$ cat src/rtl/ula_issue_pkg.sv
// rtl/ula_issue_pkg.sv - shared constants, types and legality decode for the ula issue controller
package ula_issue_pkg;

   localparam int XLEN  = 32;
   localparam int NREGS = 32;
   localparam int AW    = $clog2(NREGS);

   localparam logic [6:0] OPC_OP     = 7'b0110011;

   localparam logic [2:0] F3_ADDSUB  = 3'b000;
   localparam logic [2:0] F3_SLL     = 3'b001;
   localparam logic [2:0] F3_XOR     = 3'b100;
   localparam logic [2:0] F3_SRL     = 3'b101;
   localparam logic [2:0] F3_OR      = 3'b110;
   localparam logic [2:0] F3_AND     = 3'b111;

   localparam logic [6:0] F7_BASE    = 7'b0000000;
   localparam logic [6:0] F7_ALT     = 7'b0100000;

   typedef enum logic [1:0] {
      ST_IDLE = 2'd0,
      ST_READ = 2'd1,
      ST_EXEC = 2'd2,
      ST_WB   = 2'd3
   } state_t;

   // Field layout of an RV32 R-type word, MSB first.
   typedef struct packed {
      logic [6:0] funct7;
      logic [4:0] rs2;
      logic [4:0] rs1;
      logic [2:0] funct3;
      logic [4:0] rd;
      logic [6:0] opcode;
   } instr_t;

   // Only the seven R-type ALU ops the ula implements are accepted;
   // funct7=0100000 is meaningful only as SUB.
   function automatic logic is_legal(input instr_t i);
      logic ok;
      ok = 1'b0;
      if (i.opcode == OPC_OP) begin
         case (i.funct3)
            F3_ADDSUB: ok = (i.funct7 == F7_BASE) || (i.funct7 == F7_ALT);
            F3_SLL,
            F3_XOR,
            F3_SRL,
            F3_OR,
            F3_AND:    ok = (i.funct7 == F7_BASE);
            default:   ok = 1'b0;
         endcase
      end
      return ok;
   endfunction

endpackage

$ cat src/rtl/ula_issue_if.sv
// rtl/ula_issue_if.sv - instruction, ula and debug signal bundle for the issue controller
interface ula_issue_if;
   import ula_issue_pkg::*;

   logic            instr_valid;
   logic            instr_ready;
   logic [31:0]     instr;
   logic [6:0]      ula_opcode;
   logic [2:0]      ula_funct3;
   logic [6:0]      ula_funct7;
   logic [XLEN-1:0] ula_data1;
   logic [XLEN-1:0] ula_data2;
   logic [XLEN-1:0] ula_result;
   logic            done;
   logic            err;
   logic            dbg_we;
   logic [AW-1:0]   dbg_addr;
   logic [XLEN-1:0] dbg_wdata;
   logic [XLEN-1:0] dbg_rdata;

   // Instruction source / debug host side.
   modport master (
      output instr_valid, instr, dbg_we, dbg_addr, dbg_wdata,
      input  instr_ready, done, err, dbg_rdata,
      input  ula_opcode, ula_funct3, ula_funct7, ula_data1, ula_data2, ula_result
   );

   // Issue controller side.
   modport slave (
      input  instr_valid, instr, dbg_we, dbg_addr, dbg_wdata, ula_result,
      output instr_ready, done, err, dbg_rdata,
      output ula_opcode, ula_funct3, ula_funct7, ula_data1, ula_data2
   );

endinterface

$ cat src/rtl/ula_issue_regfile.sv
// rtl/ula_issue_regfile.sv - register file with two operand reads, a debug read and one write port
module ula_issue_regfile
   import ula_issue_pkg::*;
(
   input  logic            clk,
   input  logic            rst_n,
   input  logic [AW-1:0]   rd_addr1,
   input  logic [AW-1:0]   rd_addr2,
   input  logic [AW-1:0]   dbg_addr,
   output logic [XLEN-1:0] rd_data1,
   output logic [XLEN-1:0] rd_data2,
   output logic [XLEN-1:0] dbg_data,
   input  logic            we,
   input  logic [AW-1:0]   wr_addr,
   input  logic [XLEN-1:0] wr_data
);

   logic [XLEN-1:0] regs [NREGS];

   // Storage: cleared on reset; writes to x0 are dropped so it stays zero.
   always_ff @(posedge clk or negedge rst_n) begin
      if (!rst_n) begin
         for (int i = 0; i < NREGS; i++) begin
            regs[i] <= '0;
         end
      end else if (we && (wr_addr != '0)) begin
         regs[wr_addr] <= wr_data;
      end
   end

   assign rd_data1 = (rd_addr1 == '0) ? '0 : regs[rd_addr1];
   assign rd_data2 = (rd_addr2 == '0) ? '0 : regs[rd_addr2];
   assign dbg_data = (dbg_addr == '0) ? '0 : regs[dbg_addr];

endmodule

$ cat src/rtl/ula_issue.sv
// rtl/ula_issue.sv - serialised issue/writeback controller for the ula datapath
module ula_issue
   import ula_issue_pkg::*;
(
   input  logic       clk,
   input  logic       rst_n,
   ula_issue_if.slave bus
);

   state_t          state_q;
   state_t          state_d;
   instr_t          instr_q;
   logic [XLEN-1:0] result_q;
   logic            err_q;
   logic [6:0]      opcode_q;
   logic [2:0]      funct3_q;
   logic [6:0]      funct7_q;
   logic [XLEN-1:0] data1_q;
   logic [XLEN-1:0] data2_q;

   logic            accept;
   logic            legal;
   logic            wb_we;
   logic            dbg_we_ok;
   logic [XLEN-1:0] rs1_val;
   logic [XLEN-1:0] rs2_val;

   assign accept    = (state_q == ST_IDLE) && bus.instr_valid;
   assign legal     = is_legal(instr_q);
   assign wb_we     = (state_q == ST_WB);
   // Preloads are only honoured while idle, so they can never collide with writeback.
   assign dbg_we_ok = bus.dbg_we && (state_q == ST_IDLE);

   ula_issue_regfile u_regfile (
      .clk      (clk),
      .rst_n    (rst_n),
      .rd_addr1 (instr_q.rs1),
      .rd_addr2 (instr_q.rs2),
      .dbg_addr (bus.dbg_addr),
      .rd_data1 (rs1_val),
      .rd_data2 (rs2_val),
      .dbg_data (bus.dbg_rdata),
      .we       (wb_we || dbg_we_ok),
      .wr_addr  (wb_we ? instr_q.rd : bus.dbg_addr),
      .wr_data  (wb_we ? result_q : bus.dbg_wdata)
   );

   // State register.
   always_ff @(posedge clk or negedge rst_n) begin
      if (!rst_n) begin
         state_q <= ST_IDLE;
      end else begin
         state_q <= state_d;
      end
   end

   // Next-state: one instruction walks IDLE->READ->EXEC->WB, illegal ones bail out of READ.
   always_comb begin
      state_d = state_q;
      case (state_q)
         ST_IDLE: if (bus.instr_valid) state_d = ST_READ;
         ST_READ: state_d = legal ? ST_EXEC : ST_IDLE;
         ST_EXEC: state_d = ST_WB;
         ST_WB:   state_d = ST_IDLE;
         default: state_d = ST_IDLE;
      endcase
   end

   // Latch the instruction word on accept; held until the next accept.
   always_ff @(posedge clk or negedge rst_n) begin
      if (!rst_n) begin
         instr_q <= '0;
      end else if (accept) begin
         instr_q <= instr_t'(bus.instr);
      end
   end

   // Drive the ula for EXEC; these registers hold their value in every other state.
   always_ff @(posedge clk or negedge rst_n) begin
      if (!rst_n) begin
         opcode_q <= '0;
         funct3_q <= '0;
         funct7_q <= '0;
         data1_q  <= '0;
         data2_q  <= '0;
      end else if ((state_q == ST_READ) && legal) begin
         opcode_q <= instr_q.opcode;
         funct3_q <= instr_q.funct3;
         funct7_q <= instr_q.funct7;
         data1_q  <= rs1_val;
         data2_q  <= rs2_val;
      end
   end

   // Capture the combinational ula result at the end of EXEC.
   always_ff @(posedge clk or negedge rst_n) begin
      if (!rst_n) begin
         result_q <= '0;
      end else if (state_q == ST_EXEC) begin
         result_q <= bus.ula_result;
      end
   end

   // Error pulse lands in the cycle the FSM re-enters IDLE after an illegal READ.
   always_ff @(posedge clk or negedge rst_n) begin
      if (!rst_n) begin
         err_q <= 1'b0;
      end else begin
         err_q <= (state_q == ST_READ) && !legal;
      end
   end

   assign bus.instr_ready = (state_q == ST_IDLE);
   assign bus.done        = (state_q == ST_WB);
   assign bus.err         = err_q;
   assign bus.ula_opcode  = opcode_q;
   assign bus.ula_funct3  = funct3_q;
   assign bus.ula_funct7  = funct7_q;
   assign bus.ula_data1   = data1_q;
   assign bus.ula_data2   = data2_q;

endmodule
$ cat src/flat_wrapper.sv
// flat-port wrapper written by rule: the top's interface ports become plain ports
module ula_issue_flat import ula_issue_pkg::*;
  (clk, rst_n, bus_instr_valid, bus_instr, bus_dbg_we, bus_dbg_addr, bus_dbg_wdata, bus_ula_result, bus_instr_ready, bus_done, bus_err, bus_dbg_rdata, bus_ula_opcode, bus_ula_funct3, bus_ula_funct7, bus_ula_data1, bus_ula_data2);
  ula_issue_if bus_i ();
  input  logic clk;
  input  logic rst_n;
  input wire logic [$bits(bus_i.instr_valid)-1:0] bus_instr_valid;
  input wire logic [$bits(bus_i.instr)-1:0] bus_instr;
  input wire logic [$bits(bus_i.dbg_we)-1:0] bus_dbg_we;
  input wire logic [$bits(bus_i.dbg_addr)-1:0] bus_dbg_addr;
  input wire logic [$bits(bus_i.dbg_wdata)-1:0] bus_dbg_wdata;
  input wire logic [$bits(bus_i.ula_result)-1:0] bus_ula_result;
  output wire logic [$bits(bus_i.instr_ready)-1:0] bus_instr_ready;
  output wire logic [$bits(bus_i.done)-1:0] bus_done;
  output wire logic [$bits(bus_i.err)-1:0] bus_err;
  output wire logic [$bits(bus_i.dbg_rdata)-1:0] bus_dbg_rdata;
  output wire logic [$bits(bus_i.ula_opcode)-1:0] bus_ula_opcode;
  output wire logic [$bits(bus_i.ula_funct3)-1:0] bus_ula_funct3;
  output wire logic [$bits(bus_i.ula_funct7)-1:0] bus_ula_funct7;
  output wire logic [$bits(bus_i.ula_data1)-1:0] bus_ula_data1;
  output wire logic [$bits(bus_i.ula_data2)-1:0] bus_ula_data2;
  assign bus_i.instr_valid = bus_instr_valid;
  assign bus_i.instr = bus_instr;
  assign bus_i.dbg_we = bus_dbg_we;
  assign bus_i.dbg_addr = bus_dbg_addr;
  assign bus_i.dbg_wdata = bus_dbg_wdata;
  assign bus_i.ula_result = bus_ula_result;
  assign bus_instr_ready = bus_i.instr_ready;
  assign bus_done = bus_i.done;
  assign bus_err = bus_i.err;
  assign bus_dbg_rdata = bus_i.dbg_rdata;
  assign bus_ula_opcode = bus_i.ula_opcode;
  assign bus_ula_funct3 = bus_i.ula_funct3;
  assign bus_ula_funct7 = bus_i.ula_funct7;
  assign bus_ula_data1 = bus_i.ula_data1;
  assign bus_ula_data2 = bus_i.ula_data2;
  ula_issue u_core (.clk(clk), .rst_n(rst_n), .bus(bus_i));
endmodule
$ cat config.mk
export PLATFORM = sky130hd
export DESIGN_NAME = ula_issue_flat
export DESIGN_NICKNAME = d
export VERILOG_FILES = /design/src/rtl/ula_issue_pkg.sv /design/src/rtl/ula_issue_if.sv /design/src/rtl/ula_issue_regfile.sv /design/src/rtl/ula_issue.sv /design/src/flat_wrapper.sv
export SDC_FILE = /design/constraint.sdc
export NUM_CORES = 2
export LEC_CHECK = 0
export CAP_MARGIN = 20
export CORE_MARGIN = 2
export CORE_UTILIZATION = 45
export DETAILED_ROUTE_END_ITERATION = 8
export PLACE_DENSITY = 0.73
export SYNTH_ARGS = -nofsm -noshare
export SYNTH_HDL_FRONTEND = slang
export SYNTH_SLANG_ARGS = --single-unit
$ cat constraint.sdc
create_clock -name clk -period 10.2 [get_ports clk]
set_clock_uncertainty 0.1 [all_clocks]
set_input_delay 2.55 -clock clk [delete_from_list [all_inputs] [get_ports clk]]
set_output_delay 2.55 -clock clk [all_outputs]
set_load 0.02 [all_outputs]
== After elaboration in Yosys (flattened, before gate mapping) ==
Index checks and enable logic that the tools add are counted.

* Latch bits: 0
* ROM bits: 0
* RAM bits: 0
* Word-level logic and storage cells: 105
* Output and inout bits: 116
* Flip-flop bits (word level): 1172
* Memories: 0

* Divide/modulo/power cells: 0
* Multipliers: 0
* Bitwise gates (word level): 4
* Add/sub/neg operators: 0
* Eq/ne operators: 11
* Muxes and demuxes: 22
* $lt $le $gt $ge: 5
* Shifts and indexed selects: 0
* Reductions and logical operators: 17

{| class="wikitable"
|+ Operators by type and width
! operator !! count
|-
| $bwmux W1024 || 1
|-
| $bmux W32 S5 || 3
|-
| $mux W32 || 11
|-
| $demux W32 S5 || 1
|-
| $ge A6 B6 Y1 const B || 4
|-
| $not A5 Y6 || 4
|-
| $logic_not A5 Y1 || 3
|-
| $eq A7 B6 Y1 const B || 2
|-
| $eq A3 B3 Y1 const B || 4
|-
| $pmux W2 S4 || 1
|-
| $logic_not A7 Y1 || 1
|-
| $logic_and A1 B1 Y1 || 6
|-
| $lt A6 B1 Y1 const B || 1
|-
| $mux W5 || 1
|-
| $reduce_bool A5 Y1 || 1
|-
| $reduce_or A5 Y1 || 1
|-
| $eq A2 B2 Y1 const B || 2
|-
| $mux W2 || 2
|-
| $eq A3 B1 Y1 const B || 1
|-
| $logic_not A3 Y1 || 1
|-
| $eq A2 B1 Y1 const B || 1
|-
| $logic_not A2 Y1 || 1
|-
| $logic_or A1 B1 Y1 || 2
|-
| $ne A2 B2 Y1 const B || 1
|-
| 3 further kinds || 3
|}

== Logic depth before layout (Yosys ltp) ==
* Depth in word-level cells: 8
* Depth in mapped cells: 10

== By module ==
From an unflattened synthesis, not the netlist that was laid out.

* Cell total of the unflattened synthesis: 4949
* Area, all modules: 69180.1 sq um

{| class="wikitable"
|+ By module, submodules not included
! module !! times used !! sequential area each (sq um) !! cells an instance !! area each (sq um)
|-
| ula_issue_regfile || 1 || 25624.6 || 4576 || 63261.9
|-
| ula_issue || 1 || 3703.6 || 373 || 5918.2
|}

== Worst setup path before layout ==
No wires, ideal clock.

* Kind: in2out
* From: input port bus_dbg_addr[0]
* To: output port bus_dbg_rdata[25]
* Slack: 3.052 ns
* Arrival time: 4.498 ns
* Stages on the path: 9
* Path buffers: 5
* Cells stage by stage: buf_2 -> buf_4 -> buf_4 -> buf_4 -> buf_2 -> mux2i_1 -> a22oi_1 -> nand3_1 -> a211oi_1

* Longest elaborated chain between the ends: 5
* Elaborated cells on any way between the ends: 6

{| class="wikitable"
|+ RTL lines
! item !! RTL line !! text
|-
| start: declaration || flat_wrapper.sv:10 || <nowiki>input wire logic [$bits(bus_i.dbg_addr)-1:0] bus_dbg_addr;</nowiki>
|-
| $not A5 Y6 (implied by the code) || ula_issue_regfile.sv:33 || <nowiki>assign dbg_data = (dbg_addr == '0) ? '0 : regs[dbg_addr];</nowiki>
|-
| $bmux W32 S5 || ula_issue_regfile.sv:33 ||
|-
| $mux W32 (implied by the code) (2 in series) || ula_issue_regfile.sv:33 ||
|-
| $mux W32 * || ula_issue_regfile.sv:33 ||
|-
| end: declaration || flat_wrapper.sv:16 || <nowiki>output wire logic [$bits(bus_i.dbg_rdata)-1:0] bus_dbg_rdata;</nowiki>
|}

Mark *: on every way between the ends. The rest lies on a longest branch, timed or not. The select of a mux whose other input is x is not followed.

== Worst setup path after layout ==
* From: input port bus_dbg_addr[1]
* To: output port bus_dbg_rdata[31]

Same word-level chain as after synthesis.

==> results.sh <==
export IMPL_cts_htree_levels=4
export IMPL_synth_top_cell_area_share_pct=44.2
export IMPL_ios=221
export IMPL_power_leakage_nw=31.3
export IMPL_crit_path_end="bus_dbg_rdata[31]"
export IMPL_synth_avg_cell_area_um2=11.1
export IMPL_min_delay_start="u_core.u_regfile.regs[1008]$_DFFE_PN0P_"
export IMPL_post_drt_wl_per_cell_um=32.3
export IMPL_syn_nets=6055
export IMPL_fmax_ghz=0.110
export IMPL_r2r_end="u_core.bus.ula_data1[28]$_DFFE_PN0P_"
export IMPL_areaGrowthSynthToFinish_pct=12.6
export IMPL_reg2reg_slack_ps=5240
export IMPL_synth_yosys_seq_area_share_pct=44.2
export IMPL_reg2regPathDepth=7
export IMPL_maxCapViolations=0
export IMPL_synth_cell_types=70
export IMPL_async_flop_share_pct=100
export IMPL_slew_violations=0
export IMPL_place_inst=7604
export IMPL_grt_use_total_pct=33.2
export IMPL_clk_latency_ps=800
export IMPL_n_fill_cell=12500
export IMPL_num_rows=140
export IMPL_fin_nets=5925
export IMPL_die_h_um=388
export IMPL_cts_path_max_buffers=3
export IMPL_grt_max_degree=164
export IMPL_cp_start_kind="input pin"
export IMPL_synth_edf_count=0
export IMPL_setup_viol=0
export IMPL_cp_arrival_ps=6420
export IMPL_cts_tree="done"
export IMPL_slowest_delay_ps=890
export IMPL_period_needed_ps=9070
export IMPL_cp_common_cell="buf_4"
export IMPL_rsz0062_at_grt="no"
export IMPL_worstPathRequired_ps=7550
export IMPL_crit_family="buffers and inverters"
export IMPL_yosysMostFrequentCell="dfrtp_1"
export IMPL_place_gp_congestion=0.926
export IMPL_final_seq_area_um2=29400
export IMPL_ys_warn_count=0
export IMPL_cts_root_buf="clkbuf_16"
export IMPL_numClockSinks=1172
export IMPL_dpl_cell_area_um2=70100
export IMPL_multi_input_area_um2=34600
export IMPL_min_period_over_period_pct=88.9
export IMPL_relSlewSlack_pct=12.4
export IMPL_synth_seq_cells=1172
export IMPL_cts_resized=0
export IMPL_end_kind="output pin"
export IMPL_peakVddDrop_mv=0.140
export IMPL_wl_um=253000
export IMPL_critPathBufInv=4
export IMPL_r2r_start="u_core.instr_q[18]$_DFFE_PN0P_"
export IMPL_synth_flop_cell="dfrtp_1"
export IMPL_drt_drc_violations_left=0
export IMPL_drt_iter0_markers=9443
export IMPL_grt_pass1_wl_um=367000
export IMPL_cp_startpoint="bus_dbg_addr[1]"
export IMPL_die_w_um=388
export IMPL_dieArea_um2=150000
export IMPL_synth_area_um2=66300
export IMPL_io_buffer_count=220
export IMPL_detail_route_antenna_nets=0
export IMPL_slowest_stage="nor3_1"
export IMPL_yosys_area_top_type="dfrtp_1"
export IMPL_via_per_inst=7.08
export IMPL_drive_above_1_share_pct=20.9
export IMPL_netlist_top_cells_count="dfrtp_1 (1172), nand2_1 (631), a21oi_1 (593)"
export IMPL_dpl_hpwl_um=145000
export IMPL_dr_pass1_iters=7
export IMPL_hp_class="reg -> reg"
export IMPL_worstSetupPathDepth=7
export IMPL_grt_pass1_vias=53500
export IMPL_fin_cells=7842
export IMPL_vias=55500
export IMPL_core_um2=146000
export IMPL_antenna_found_initial=14
export IMPL_tns_ps=0
export IMPL_utilization_pct=51.1
export IMPL_power_mw=15.4
export IMPL_path_cells="buf_8, or3_4, buf_4, nor3_4, buf_4, nor3_1, clkdlybuf4s50_1"
export IMPL_status="completed"
export IMPL_hold_buffers=0
export IMPL_fin_area_um2=74600
export IMPL_crit_fanout=49
export IMPL_grt_ovfl_total=0
export IMPL_pwr_density_cell_nw_per_um2=207
export IMPL_finalHoldViolCount=0
export IMPL_start_util_pct=45.4
export IMPL_netlist_top_cells_area="dfrtp_1 (44%), mux4_2 (19%), mux2i_1 (6.5%)"
export IMPL_worstSetupPathType="in -> out"
export IMPL_syn_inst=5950
export IMPL_cts_buffers=130
export IMPL_post_cts_setup_buffer_count=0
export IMPL_clk_pin_slew_ps=60
export IMPL_tightest_slew_ps=1310
[worst min path at each step]
stage | to | slack, ps | cells past startpoint
after global routing | u_core.u_regfile.regs[998]$_DFFE_PN0P_ | 330 | 0
final | u_core.u_regfile.regs[1008]$_DFFE_PN0P_ | 320 | 0
after detailed placement | u_core.u_regfile.regs[1008]$_DFFE_PN0P_ | 310 | 0
after CTS | u_core.u_regfile.regs[1008]$_DFFE_PN0P_ | 320 | 0
after floorplan | u_core.u_regfile.regs[1006]$_DFFE_PN0P_ | 360 | 1
after global placement | u_core.u_regfile.regs[1017]$_DFFE_PN0P_ | 300 | 0
[cell type report]
cell class,count,share of cell area (%)
Multi-Input combinational cell,4116,46.4
Sequential cell,1172,39.3
Clock buffer,190,5.32
Timing Repair Buffer,396,4.99
Tap cell,1917,3.21
Clock inverter,41,0.739
Inverter,4,0.0201
Antenna cell,6,0.0201
[worst reg2reg max path, cell delays in order (launching register included)]
cell,delay (ps)
dfrtp_4,940
buf_4,950
nor2b_4,950
buf_4,580
a21oi_1,180
nand3_1,160
nand4_1,470
mux2_1,500
[metal layers]
| layer | track usage [%] | routed length, um | part of all wire (%) | vias up |
|---|---|---|---|---|
| met4 | 19.6 | 17100 | 6.8 | 22 |
| met5 | 0.0957 | 151 | 0.060 | - |
| met1 | 42.6 | 87300 | 35 | 27400 |
| li1 | - | - | - | 21900 |
| met2 | 46.3 | 105000 | 41 | 5019 |
| met3 | 14.5 | 43800 | 17 | 1127 |
[sequential cells by signal, summed over array words and instances, names as in the netlist, named ones only]
| signal | count |
|---|---|
| u_core.result_q | 32 |
| u_core.bus.ula_funct7 | 7 |
| u_core.bus.ula_opcode | 7 |
| u_core.bus.ula_data2 | 32 |
| u_core.bus.ula_data1 | 32 |
| u_core.bus.err | 1 |
| u_core.bus.ula_funct3 | 3 |
| u_core.state_q | 1 |
| u_core.instr_q | 32 |
| u_core.u_regfile.regs | 1024 |
[cells by family after synthesis]
logic type / after synthesis / synth area share [%]
flip-flops: 1172 / 44.2
AO/OA/AOI/OAI: 1596 / 14.2
multiplexers: 1179 / 28.8
buffers and inverters: 662 / 4.19
AND/OR/NAND/NOR: 1341 / 8.52
[report_power, final]
group / leakage, nW / total, mW / internal, mW / switching [mW]
clock: 2.21 / 5.03 / 3.00 / 2.02
combinational: 14.0 / 4.05 / 1.94 / 2.11
sequential: 15.1 / 6.37 / 5.45 / 0.927
[stage by stage]
step           worst slack, ps  hold slack (ps)
2_1_floorplan             3050              359
3_3_place_gp              1500              301
3_5_place_dp              1500              309
4_1_cts                   1500              322
5_1_grt                   1210              333
6_report                  1130              321
[layout by cell type, fill, tap and decap left out, types with 67 or more instances in the layout]
cell type	n
mux2_2	175
dfrtp_1	1165
mux4_2	565
buf_4	164
a21oi_1	593
nand3_1	67
a22oi_1	191
nor2_1	495
mux2i_1	397
clkdlybuf4s50_1	214
o21ai_0	535
nand2_1	630
clkbuf_16	139
(Power assumes the default switching activity.)
